===== config.mk =====
export PLATFORM = sky130hd
export DESIGN_NAME = mips_cpu_load_store_unit
export DESIGN_NICKNAME = d
export VERILOG_FILES = /design/src/rtl/mips_cpu_lsu_pkg.sv /design/src/rtl/mips_cpu_lsu_align.sv /design/src/rtl/mips_cpu_load_store_unit.sv
export SDC_FILE = /design/constraint.sdc
export NUM_CORES = 1
export LEC_CHECK = 0
export ABC_AREA = 0
export BUFFER_PORTS_ARGS = -buffer_cell sky130_fd_sc_hd__buf_4
export CORE_MARGIN = 10
export CORE_UTILIZATION = 53
export DETAILED_ROUTE_END_ITERATION = 12
export PLACE_DENSITY_LB_ADDON = 0.1
export SLEW_MARGIN = 15
export SYNTH_ARGS = -nofsm -noshare
export SYNTH_HDL_FRONTEND = slang
export SYNTH_HIERARCHICAL = 1
export SYNTH_SLANG_ARGS = --single-unit

===== constraint.sdc =====
create_clock -name clk -period 2.66 [get_ports clk]
set_input_delay 0.266 -clock clk [delete_from_list [all_inputs] [get_ports clk]]
set_output_delay 0.266 -clock clk [all_outputs]
set_load 0.01 [all_outputs]

===== src/rtl/mips_cpu_lsu_pkg.sv =====
// Shared types and decode helpers for the MIPS load/store unit.
// Opcode encoding is fixed; values 10-15 are unknown and complete as erroring loads.
package mips_cpu_lsu_pkg;

  typedef enum logic [3:0] {
    LB  = 4'd0,
    LBU = 4'd1,
    LH  = 4'd2,
    LHU = 4'd3,
    LW  = 4'd4,
    LWL = 4'd5,
    LWR = 4'd6,
    SB  = 4'd7,
    SH  = 4'd8,
    SW  = 4'd9
  } lsu_op_t;

  typedef enum logic [1:0] {
    ST_IDLE  = 2'd0,
    ST_READ  = 2'd1,
    ST_WRITE = 2'd2,
    ST_RESP  = 2'd3
  } lsu_state_t;

  function automatic logic is_known_op(input logic [3:0] op);
    return (op <= 4'd9);
  endfunction

  // Byte and half stores need the old word first, so they go through READ.
  function automatic logic is_rmw_store(input logic [3:0] op);
    return (op == SB) || (op == SH);
  endfunction

  function automatic logic is_misaligned(input logic [3:0] op, input logic [1:0] off);
    logic mis;
    mis = 1'b0;
    case (op)
      LH, LHU, SH: mis = off[0];
      LW, SW:      mis = (off != 2'b00);
      default:     mis = 1'b0;
    endcase
    return mis;
  endfunction

endpackage


===== src/rtl/mips_cpu_lsu_align.sv =====
// Combinational lane logic: load extraction/sign extension, LWL/LWR merge with rt,
// and the read-modify-write merge for byte/half stores. Little-endian lanes.
module mips_cpu_lsu_align
  import mips_cpu_lsu_pkg::*;
(
  input  logic [3:0]  op_i,
  input  logic [1:0]  byte_off_i,
  input  logic [31:0] mem_word_i,
  input  logic [31:0] rt_old_i,
  input  logic [15:0] wdata_i,
  output logic [31:0] load_data_o,
  output logic [31:0] store_word_o
);

  logic [4:0]  lwl_sh;
  logic [4:0]  lwr_sh;
  logic [7:0]  sel_byte;
  logic [15:0] sel_half;

  // 3-k equals ~k on two bits, so both shifts are just the offset scaled by 8.
  assign lwl_sh = {~byte_off_i, 3'b000};
  assign lwr_sh = {byte_off_i, 3'b000};

  always_comb begin
    sel_byte = mem_word_i[7:0];
    case (byte_off_i)
      2'd0:    sel_byte = mem_word_i[7:0];
      2'd1:    sel_byte = mem_word_i[15:8];
      2'd2:    sel_byte = mem_word_i[23:16];
      default: sel_byte = mem_word_i[31:24];
    endcase
    sel_half = byte_off_i[1] ? mem_word_i[31:16] : mem_word_i[15:0];
  end

  always_comb begin
    load_data_o = mem_word_i;
    case (op_i)
      LB:      load_data_o = {{24{sel_byte[7]}}, sel_byte};
      LBU:     load_data_o = {24'h000000, sel_byte};
      LH:      load_data_o = {{16{sel_half[15]}}, sel_half};
      LHU:     load_data_o = {16'h0000, sel_half};
      LWL:     load_data_o = (mem_word_i << lwl_sh) | (rt_old_i & ~(32'hFFFF_FFFF << lwl_sh));
      LWR:     load_data_o = (mem_word_i >> lwr_sh) | (rt_old_i & ~(32'hFFFF_FFFF >> lwr_sh));
      default: load_data_o = mem_word_i;
    endcase
  end

  always_comb begin
    store_word_o = mem_word_i;
    case (op_i)
      SB:      store_word_o = (mem_word_i & ~(32'h0000_00FF << lwr_sh))
                            | ({24'h000000, wdata_i[7:0]} << lwr_sh);
      SH:      store_word_o = byte_off_i[1] ? {wdata_i, mem_word_i[15:0]}
                                            : {mem_word_i[31:16], wdata_i};
      default: store_word_o = mem_word_i;
    endcase
  end

endmodule


===== src/rtl/mips_cpu_load_store_unit.sv =====
// Load/store sequencer for a word-wide memory that reads combinationally and writes
// on posedge. Sub-word stores become read-modify-write; loads are extracted on READ exit.
module mips_cpu_load_store_unit
  import mips_cpu_lsu_pkg::*;
#(
  parameter bit CHECK_ALIGN = 1'b1
) (
  input  logic        clk,
  input  logic        reset,
  input  logic        req,
  input  logic [3:0]  op,
  input  logic [31:0] addr,
  input  logic [31:0] wdata,
  input  logic [31:0] rt_old,
  output logic        ready,
  output logic        done,
  output logic [31:0] rdata,
  output logic        err,
  output logic [31:0] data_address,
  output logic        data_read,
  output logic        data_write,
  output logic [31:0] data_writedata,
  input  logic [31:0] data_readdata,
  output lsu_state_t  dbg_state_o
);

  // Handshake: a request transfers on a posedge where req && ready; ready is high only
  // in IDLE, and exactly one done pulse follows every accepted request.

  lsu_state_t  state_q, state_d;
  logic [3:0]  op_q, op_d;
  logic [31:0] addr_q, addr_d;
  logic [15:0] wdata_q, wdata_d;
  logic [31:0] rt_old_q, rt_old_d;
  logic [31:0] merge_q, merge_d;
  logic [31:0] rdata_q, rdata_d;
  logic        err_q, err_d;

  logic [31:0] load_data;
  logic [31:0] store_word;

  mips_cpu_lsu_align u_align (
    .op_i        (op_q),
    .byte_off_i  (addr_q[1:0]),
    .mem_word_i  (data_readdata),
    .rt_old_i    (rt_old_q),
    .wdata_i     (wdata_q),
    .load_data_o (load_data),
    .store_word_o(store_word)
  );

  always_comb begin
    state_d    = state_q;
    op_d       = op_q;
    addr_d     = addr_q;
    wdata_d    = wdata_q;
    rt_old_d   = rt_old_q;
    merge_d    = merge_q;
    rdata_d    = rdata_q;
    err_d      = err_q;
    ready      = 1'b0;
    done       = 1'b0;
    data_read  = 1'b0;
    data_write = 1'b0;

    case (state_q)
      ST_IDLE: begin
        ready = 1'b1;
        if (req) begin
          op_d     = op;
          addr_d   = addr;
          wdata_d  = wdata[15:0];
          rt_old_d = rt_old;
          err_d    = 1'b0;
          if (CHECK_ALIGN && is_misaligned(op, addr[1:0])) begin
            err_d   = 1'b1;
            rdata_d = 32'h0;
            state_d = ST_RESP;
          end else if (op == SW) begin
            merge_d = wdata;
            state_d = ST_WRITE;
          end else begin
            state_d = ST_READ;
          end
        end
      end
      ST_READ: begin
        data_read = 1'b1;
        if (is_rmw_store(op_q)) begin
          merge_d = store_word;
          state_d = ST_WRITE;
        end else begin
          rdata_d = load_data;
          err_d   = !is_known_op(op_q);
          state_d = ST_RESP;
        end
      end
      ST_WRITE: begin
        data_write = 1'b1;
        state_d    = ST_RESP;
      end
      default: begin
        done    = 1'b1;
        state_d = ST_IDLE;
      end
    endcase
  end

  always_ff @(posedge clk) begin
    if (reset) begin
      state_q  <= ST_IDLE;
      op_q     <= 4'h0;
      addr_q   <= 32'h0;
      wdata_q  <= 16'h0;
      rt_old_q <= 32'h0;
      merge_q  <= 32'h0;
      rdata_q  <= 32'h0;
      err_q    <= 1'b0;
    end else begin
      state_q  <= state_d;
      op_q     <= op_d;
      addr_q   <= addr_d;
      wdata_q  <= wdata_d;
      rt_old_q <= rt_old_d;
      merge_q  <= merge_d;
      rdata_q  <= rdata_d;
      err_q    <= err_d;
    end
  end

  assign rdata          = rdata_q;
  assign err            = err_q;
  assign data_address   = {addr_q[31:2], 2'b00};
  assign data_writedata = merge_q;
  assign dbg_state_o    = state_q;

endmodule

==> results of run 1 <==
[cell type report]
type                       instances  area (sq um)  share of cell area, %
multi-input combinational        752          5040                   45.9
clock buffer                      20           447                   4.07
inverter                           5          18.8                  0.171
sequential                       151          3030                   27.5
tap                              216           270                   2.46
timing repair buffer             264          2030                   18.5
clock inverter                    11           150                   1.37
[synth_stat cells, types with 3 or more instances]
cell type and count:
a21oi_1 127, nand2b_1 5, nand2_1 193, nor2_1 60, mux4_2 17, dfxtp_1 151, a211oi_1 7, mux2i_1 71
buf_2 14, o22ai_1 7, a21oi_2 10, a2bb2oi_1 6, a221o_1 7, buf_6 4, nand4_1 32, a211oi_2 28
nor2b_1 4, o21ai_0 53, nor4b_1 3, ha_1 4, o32a_1 8, a22oi_1 23, mux2_2 25, o2bb2ai_1 16
o21ai_1 3, clkbuf_1 66, a32oi_1 6, buf_4 36, inv_1 5, buf_1 6
[path summary, 6_finish.rpt]
kind | start | end | cells after the start
worst max-delay path | op_q[1] | rdata[20] | 6
worst min-delay path | addr[6] | addr_q[6] | 3
worst max register to register | op_q[1] | rdata[20] | 6
worst min register to register | addr_q[11] | addr_q[11] | 2
[worst min-delay path, cell delays in order]
cell,delay [ns]
buf_4,0.11
nand2_1,0.04
a21oi_1,0.05
[layer usage]
layer | up-vias | GRT usage (%)
li1 | 4022 | -
met1 | 3969 | 32.7
met2 | 512 | 41.1
met3 | 74 | 9.04
met4 | 0 | 8.77
met5 | - | 0
[flip-flops by register name, summed over array words and instances (netlist names)]
| name | flops |
|---|---|
| data_writedata | 32 |
| err | 1 |
| wdata_q | 16 |
| rt_old_q | 32 |
| addr_q | 32 |
| rdata | 32 |
| dbg_state_o | 2 |
| op_q | 4 |
[cells by family (layout without fill, tap and decap cells)]
kind of cell | count (synthesis) | in the layout | share of synthesized area (%)
multiplexers | 113 | 113 | 15.7
flip-flops | 151 | 151 | 34.6
AND/OR/NAND/NOR | 318 | 318 | 16.2
other | 1 | 2 | 0.0429
adder cells (fa/ha/maj) | 4 | 4 | 0.573
AO/OA/AOI/OAI | 315 | 315 | 25.0
buffers and inverters | 132 | 300 | 7.95
[layout by cell type, fill, tap and decap left out, drive strengths merged, types with 25 or more instances in the layout]
cell,synthesis,final
buf,61,264
mux2i,71,71
nand4,32,32
mux2,25,25
a211oi,36,36
o21ai,56,56
a21oi,137,137
dfxtp,151,151
nand2,193,193
nor2,62,62
[power by group]
part / total [mW] / switching, mW / internal, mW / leakage (nW)
Combinational: 4.95 / 2.97 / 1.99 / 2.79
Sequential: 3.07 / 0.334 / 2.74 / 1.24
Clock: 2.48 / 0.978 / 1.50 / 0.286
Total: 10.5 / 4.28 / 6.22 / 4.31
==> flow_summary.json, run 1 <==
{
  "outcome": "complete, but fails checks",
  "violations": "DRC",
  "drtAntennaViolNets": 0,
  "cp_common_cell": "a21oi_1",
  "layoutNonFillerInstCount": 1419,
  "cp_slowest_cell": "dfxtp_1",
  "slowest_delay_ns": 0.63,
  "ys_seq_area_share_pct": 34.6,
  "synth_cells": 1034,
  "postPlaceCellArea_sq_mm": 0.0104,
  "fill_cells": 1406,
  "dr.max_layer_used": "met4",
  "power_density_mw_per_mm2": 956,
  "antenna_found_initial": 0,
  "grt_max_degree": 65,
  "synth_top_cell_by_area": "dfxtp_1",
  "grt_use_total_pct": 26.1,
  "via_per_inst": 6.04,
  "boundaryPins": 238,
  "synth_area_sq_mm": 0.00874,
  "ys_ff_latch": 151,
  "setup_tns_ns": 0,
  "synth-async-reset-ratio_pct": 0,
  "antenna_cells_inserted": 0,
  "hold_viol_final": 0,
  "final_cell_area_sq_mm": 0.0110,
  "floorplan.initialDensity_pct": 54.6,
  "cp_top_family": "compound AO/OA/AOI/OAI gates",
  "fin_crit_ns": 2.28,
  "core.rowCount": 46,
  "cts-resized-gates": 0,
  "max_freq_mhz": 439,
  "path_cells": "nor3b_2 -> nand2_1 -> a311o_4 -> a21oi_1 -> nand4_1 -> a21oi_1",
  "drcViolationCount": 1,
  "setup_viol": 0,
  "cts_root_buffer": "clkbuf_16",
  "path_clk_slew_ns": 0.06,
  "path_class": "reg2reg",
  "syn2layout_area_growth_pct": 25.7,
  "vias": 8577,
  "maxCapViolations": 0,
  "critPathMaxFanout": 17,
  "ys_warn_count": 6,
  "dieArea_sq_mm": 0.0220,
  "first_pass_iters": 11,
  "hold_ws_ns": 0.0774,
  "clock_path_buffers": 2,
  "port_buffers": 235,
  "reg2reg_slack_ns": 0.38,
  "maxSlewViolCount": 0,
  "p_leak_nw": 4.31,
  "min_period_over_period_pct": 85.6,
  "finalWirelength_microns": 29900,
  "final.setup_skew_ns": 0.00769,
  "yosys-top-cells-area": "dfxtp_1, nand2_1, mux2i_1",
  "gp_congestion": 0.994,
  "wl_met3_microns": 3470,
  "peakVddDrop_mv": 0.679,
  "cp.required_ns": 3.02,
  "p_total_mw": 10.5,
  "clock_sinks": 151,
  "nNetsFinal": 1330,
  "routedWlPerCell_microns": 21.1,
  "fin_ws_ns": 0.382,
  "fp.dieH_microns": 148,
  "synthFlopType": "dfxtp_1",
  "slew_headroom_pct": 36.5,
  "insertion_delay_ns": 0.43,
  "coreArea_sq_mm": 0.0160,
  "hpwl_microns": 21700,
  "dr.first_iter.drc_count": 1231,
  "hold_buffers": 0,
  "grt_pass1_wl_microns": 46200,
  "met1Wirelength_microns": 11800,
  "tightest_slew_ns": 0.947,
  "htree_levels": 4,
  "numCtsBuffers": 17,
  "dieWidth_microns": 148,
  "pre_cts_slack_ns": 0.266,
  "crit_buf_inv": 0,
  "cp-end-kind": "flop",
  "cp.arrival_ns": 2.64,
  "grt_pass1_vias": 8323,
  "cts_tree": "built",
  "cp-start-kind": "flop",
  "post-route-util_pct": 68.7,
  "synth_area_per_cell_sq_um": 8.45,
  "synth_edf_count": 0,
  "wl_met2_microns": 13800,
  "overflow": 0,
  "post_cts_buffers": 0,
  "rsz0062_at_grt": "false",
  "ys_types": 57,
  "hold_class": "in2reg",
  "synth_top_area_share_pct": 34.6,
  "dp_cells": 1388,
  "drive_gt1_share_pct": 32.8
}
No activity file was read; power rests on OpenSTA's default activity.
==> run 2, diff against run 1 <==
--- a/config.mk
+++ b/config.mk
@@ -5,10 +5,10 @@
 export SDC_FILE = /design/constraint.sdc
 export NUM_CORES = 1
 export LEC_CHECK = 0
-export ABC_AREA = 0
+export ABC_AREA = 1
 export BUFFER_PORTS_ARGS = -buffer_cell sky130_fd_sc_hd__buf_4
 export CORE_MARGIN = 10
-export CORE_UTILIZATION = 53
+export CORE_UTILIZATION = 55
 export DETAILED_ROUTE_END_ITERATION = 12
 export PLACE_DENSITY_LB_ADDON = 0.1
 export SLEW_MARGIN = 15
==> run 2 against run 1 <==
Effect of this change:
- the run now ends clean
- fmax down 4.1%
- hold slack worse by 0.0077 ns
- cell count up 48%
- core utilization down 0.62 points
- synthesized cell count up 67%
- global-route usage up 4.6 points
- total power up 26%
- die area up 9.9%
- sequential power up 20%
- critical endpoint is now data_writedata[30]
- largest cell class unchanged
==> flow_summary.json, run 2 <==
{
  "slowest_delay_ns": 0.53,
  "drcViolationCount": 0,
  "setup_tns_ns": 0,
  "peakVddDrop_mv": 0.771,
  "cp.arrival_ns": 2.74,
  "synth.most_common_cell": "nand2_1",
  "path_cells": "inv_2 -> nand4_4 -> inv_2 -> nor2_2 -> buf_4 -> nand2_1 -> nand3_1 -> nand2_1 -> nand2_1 -> nand4_1 -> a21oi_1",
  "power_density_mw_per_mm2": 1080,
  "path_class": "reg2reg",
  "coreArea_sq_mm": 0.0180,
  "hold_depth": 3,
  "yosys-top-cells-area": "dfxtp_1, nand2_1, nor2_1",
  "boundaryPins": 238,
  "synth_top_area_share_pct": 29.9,
  "hold_class": "in2reg",
  "vias": 12353,
  "ys_seq_area_share_pct": 29.9,
  "numCtsBuffers": 17,
  "final.setup_skew_ns": 0.00885,
  "synth_common_cells": "nand2_1, nor2_1, nand3_1",
  "cts_tree": "built",
  "min_from": "addr[30]",
  "hold_ws_ns": 0.0696,
  "p_total_mw": 13.2,
  "synth_cells": 1728,
  "grt_use_total_pct": 30.8,
  "fin_crit_ns": 2.37,
  "ys_types": 31,
  "dieArea_sq_mm": 0.0242,
  "overflow": 0,
  "drive_gt1_share_pct": 18.3,
  "r2r_cells": 11,
  "antenna_found_initial": 0,
  "core.rowCount": 49,
  "synthFlopType": "dfxtp_1",
  "htree_levels": 4,
  "grt_pass1_wl_microns": 60700,
  "insertion_delay_ns": 0.44,
  "post_cts_buffers": 0,
  "min_period_over_period_pct": 89.3,
  "cts-resized-gates": 0,
  "synth-async-reset-ratio_pct": 0,
  "drtAntennaViolNets": 0,
  "ys_warn_count": 6,
  "dieWidth_microns": 156,
  "cp.required_ns": 3.02,
  "floorplan.initialDensity_pct": 56.1,
  "hold_buffers": 0,
  "layout_commonest_cell": "nand2_1",
  "ys_ff_latch": 151,
  "cp-start-kind": "flop",
  "r2r_end": "data_writedata[30]",
  "max_freq_mhz": 421,
  "cp-end-kind": "flop",
  "slew_headroom_pct": 53.7,
  "routedWlPerCell_microns": 18.8,
  "clock_sinks": 151,
  "maxSlewViolCount": 0,
  "fp.dieH_microns": 156,
  "first_pass_iters": 8,
  "cp_slowest_cell": "dfxtp_1",
  "finalWirelength_microns": 39500,
  "path_clk_slew_ns": 0.07,
  "critPathMaxFanout": 23,
  "synth_area_sq_mm": 0.0101,
  "gp_congestion": 1.10,
  "clock_path_buffers": 2,
  "synth_edf_count": 0,
  "p_leak_nw": 5.79,
  "hold_viol_final": 0,
  "cp_common_cell": "nand2_1",
  "synth_area_per_cell_sq_um": 5.85,
  "via_per_inst": 5.88,
  "min_to": "addr_q[30]",
  "setup_viol": 0,
  "outcome": "finished, final reports clean",
  "antenna_cells_inserted": 0,
  "maxCapViolations": 0,
  "mostFrequentLayoutCells": "nand2_1, nor2_1, buf_4, nand3_1, dfxtp_1",
  "rr_startpoint": "op_q[0]",
  "tightest_slew_ns": 0.694,
  "reg2reg_slack_ns": 0.29,
  "port_buffers": 235,
  "cts_root_buffer": "clkbuf_16",
  "syn2layout_area_growth_pct": 21.3,
  "dr.first_iter.drc_count": 1405,
  "nNetsFinal": 1999,
  "synth_top_cell_by_area": "dfxtp_1",
  "grt_max_degree": 74,
  "hpwl_microns": 28200,
  "rsz0062_at_grt": "false",
  "grt_pass1_vias": 11306
}
-- run 2: changes by cell type after synthesis, sizes merged, moves of 23 or more --
cell	previous run	this run
nor2	62	289
o21ai	56	143
buf	61	110
a22oi	23	0
nand2	193	528
a21oi	137	107
nand3	2	158
inv	5	73
a211oi	36	0
mux2	25	0
mux2i	71	0
nand4	32	73
-- run 2: how the worst max path moves through the flow --
| stage | from | to |
|---|---|---|
| finish | op_q[0] | data_writedata[30] |
| global route | op_q[0] | data_writedata[30] |
| CTS | op_q[0] | data_writedata[30] |
| detailed placement | op_q[0] | data_writedata[30] |
| global placement | op_q[0] | data_writedata[30] |
| floorplan | dbg_state_o[0] | rdata[0] |
-- run 2: worst max-delay path: cells and delay by family, from the launching register on --
family                 cells  cell delay [ns]
AOI/OAI and AO/OA          1             0.18
DFF                        1             0.53
and+or+nand+nor            7             0.99
buffers and inverters      3             0.60
-- run 2: layer usage --
| layer | part of all wire, % | routed length, microns | global-route usage [%] | vias to the layer above |
|---|---|---|---|---|
| met5 | 0 | 0 | 0 | - |
| met4 | 5.0 | 1960 | 15.2 | 0 |
| met3 | 12 | 4780 | 8.68 | 156 |
| met2 | 45 | 17800 | 48.1 | 733 |
| met1 | 38 | 14900 | 38.2 | 5595 |
| li1 | - | - | - | 5869 |
-- run 2: power by group --
| part | total (mW) | internal [mW] | switching, mW | leakage [nW] |
|---|---|---|---|---|
| sequential | 3.69 | 3.04 | 0.656 | 1.24 |
| combinational | 7.02 | 2.50 | 4.52 | 4.26 |
| clock | 2.48 | 1.39 | 1.09 | 0.286 |
| total | 13.2 | 6.93 | 6.26 | 5.79 |
-- run 2: final cells by class --
cell class,instances,area (sq um)
Multi-Input combinational cell,1343,5970
Fill cell,1713,5760
Sequential cell,151,3030
Timing Repair Buffer,273,2110
Clock buffer,19,464
Tap cell,229,287
Inverter,74,278
Clock inverter,12,129
-- run 2: stage by stage --
stage	std cells	util (%)	instance area, sq um	setup WS (ns)
finish	2101	68.0	12300	0.285
global placement	2070	64.8	11700	0.441
global route	2101	68.0	12300	0.114
CTS	2101	68.0	12300	0.351
floorplan	1729	-	10100	0.827
detailed placement	2070	64.8	11700	0.374
-- run 2: logic make-up after synthesis --
kind of cell             after synthesis  share of synthesized area [%]
buffers and inverters                235                           11.2
other                                  1                         0.0371
adder cells (fa/ha/maj)                4                          0.495
AND/OR/NAND/NOR                     1062                           44.3
AO/OA/AOI/OAI                        275                           14.1
flip-flops                           151                           29.9
==> run 3, diff against run 2 <==
--- a/config.mk
+++ b/config.mk
@@ -5,11 +5,11 @@
 export SDC_FILE = /design/constraint.sdc
 export NUM_CORES = 1
 export LEC_CHECK = 0
-export ABC_AREA = 1
 export BUFFER_PORTS_ARGS = -buffer_cell sky130_fd_sc_hd__buf_4
 export CORE_MARGIN = 10
-export CORE_UTILIZATION = 55
+export CORE_UTILIZATION = 53
 export DETAILED_ROUTE_END_ITERATION = 12
+export GPL_TIMING_DRIVEN = 0
 export PLACE_DENSITY_LB_ADDON = 0.1
 export SLEW_MARGIN = 15
 export SYNTH_ARGS = -nofsm -noshare
==> run 3 against run 2 <==
Effect of this change:
- fmax fell by 6.7%
- routed wire length fell by 17%
- register-to-register slack got worse by 0.17 ns
- largest cell class unchanged
- sequential power fell by 17%
- core utilization rose by 3.4 points
- clock power rose by 7%
- critical endpoint is now data_writedata[15]
==> flow_summary.json, run 3 (synthesis gave the netlist of run 1 again) <==
{
  "outcome": "finished, final reports clean",
  "min_from": "addr[10]",
  "pre_cts_slack_ns": -0.0513,
  "dieArea_sq_mm": 0.0220,
  "port_buffers": 234,
  "cp-end-kind": "flop",
  "grt_pass1_vias": 8928,
  "dieWidth_microns": 148,
  "p_leak_nw": 4.57,
  "cp-startpoint": "dbg_state_o[1]",
  "dr.max_layer_used": "met4",
  "fin_ws_ns": 0.114,
  "overflow": 0,
  "critPathMaxFanout": 10,
  "p_int_mw": 6.61,
  "cts_root_buffer": "clkbuf_16",
  "fp.dieH_microns": 148,
  "hpwl_microns": 24900,
  "hold_viol_final": 0,
  "numCtsBuffers": 17,
  "post-route-util_pct": 71.4,
  "htree_levels": 4,
  "path_class": "reg2reg",
  "fill_cells": 1354,
  "max_freq_mhz": 393,
  "fin_crit_ns": 2.55,
  "drive_gt1_share_pct": 32.5,
  "power_density_mw_per_mm2": 976,
  "via_per_inst": 6.02,
  "dr.first_iter.drc_count": 1198,
  "wl_met2_microns": 15100,
  "peakVddDrop_mv": 0.863,
  "slew_headroom_pct": 45.0,
  "coreArea_sq_mm": 0.0160,
  "antenna_found_initial": 1,
  "p_seq_share_pct": 27.3,
  "finalWirelength_microns": 32700,
  "core.rowCount": 46,
  "first_pass_iters": 8,
  "met1Wirelength_microns": 12700,
  "mostFrequentLayoutCells": "buf_4, nand2_1, dfxtp_1, a21oi_1, mux2i_1",
  "clock_path_buffers": 2,
  "boundaryPins": 238,
  "comb_power_share_pct": 49.0,
  "rsz0062_at_grt": "false",
  "grt_pass1_wl_microns": 49800,
  "clock_sinks": 151,
  "cp-start-kind": "flop",
  "insertion_delay_ns": 0.44,
  "routedWlPerCell_microns": 21.6,
  "p_sw_share_pct": 40.7,
  "hold_buffers": 0,
  "wl_met3_microns": 3760,
  "cp.arrival_ns": 2.84,
  "vias": 9117,
  "nNetsFinal": 1425,
  "cts_tree": "built",
  "hold_ws_ns": 0.0703,
  "min_period_over_period_pct": 95.7,
  "syn2layout_area_growth_pct": 30.8,
  "maxCapViolations": 0,
  "maxSlewViolCount": 0,
  "path_clk_slew_ns": 0.06,
  "setup_viol": 0,
  "grt_max_degree": 17,
  "gp_congestion": 1.07,
  "reg2reg_slack_ns": 0.11,
  "floorplan.initialDensity_pct": 54.6,
  "drtAntennaViolNets": 0,
  "final.setup_skew_ns": 0.0141,
  "hold_class": "in2reg",
  "tightest_slew_ns": 0.825,
  "rr_startpoint": "dbg_state_o[1]",
  "p_clk_share_pct": 23.7,
  "layout_commonest_cell": "buf_4",
  "cp.required_ns": 2.96,
  "p_switching_mw": 4.55,
  "grt_use_total_pct": 28.8,
  "drcViolationCount": 0
}
[run 3: cell types whose count changed in the layout (fill, tap and decap cells not counted), sizes merged, moves of 22 or more]
| cell | change |
|---|---|
| a211oi | +36 |
| a21oi | +30 |
| a22oi | +23 |
| buf | +22 |
| clkbuf | +65 |
| inv | -74 |
| mux2 | +25 |
| mux2i | +71 |
| nand2 | -335 |
| nand3 | -156 |
| nand4 | -41 |
| nor2 | -227 |
| o21ai | -87 |
[run 3: worst max-delay path: stages, from the launching register on]
cell and delay, ns:
dfxtp_1 0.35, inv_1 0.11, ha_1 0.18, clkbuf_1 0.23
buf_2 0.41, clkbuf_1 0.60, mux2i_1 0.41, a211oi_2 0.11
[run 3: final timing paths]
kind,endpoint,depth (start not counted)
worst max-delay path,data_writedata[15],7
worst min-delay path,addr_q[10],3
worst max register to register,data_writedata[15],7
worst min register to register,addr_q[12],2
[run 3: cell type report]
| type | instances | area (sq um) | share of cell area (%) |
|---|---|---|---|
| antenna | 1 | 2.50 | 0.0219 |
| sequential | 151 | 3020 | 26.4 |
| clock buffer | 20 | 437 | 3.82 |
| clock inverter | 11 | 198 | 1.73 |
| multi-input combinational | 752 | 5050 | 44.1 |
| inverter | 5 | 18.8 | 0.164 |
| timing repair buffer | 234 | 1760 | 15.4 |
| tap | 216 | 270 | 2.36 |
| buffer | 125 | 678 | 5.93 |
[run 3: power by group through the flow]
stage	registers [mW]	logic (mW)	clock network, mW
2_1_floorplan	3.10	3.51	0
3_3_place_gp	3.06	5.26	0
3_5_place_dp	3.08	5.32	0
4_1_cts	3.04	5.36	2.68
5_1_grt	3.09	5.91	2.76
6_report	3.05	5.46	2.65
[run 3: timing repair]
item                                    CTS  global route
setup buffers                             0             0
gates resized for setup                   1            18
endpoints found under the setup margin   10            96
endpoints found under the hold margin     0             0
[run 3: routing by layer]
metal / global-route usage (%) / up-vias
met5: 0 / -
met4: 11.1 / 0
met3: 9.74 / 110
met2: 45.6 / 574
met1: 35.3 / 4194
li1: - / 4239
[run 3: stage by stage]
stage                     power (mW)  std cells  setup TNS [ns]  cell area (sq um)
after global placement          8.32       1485         -0.0126              10800
after CTS                       11.1       1516               0              11400
after global routing            11.8       1514               0              11400
final                           11.2       1515               0              11400
after detailed placement        8.41       1485          -0.155              10800
after floorplan                 6.62       1035               0               8740
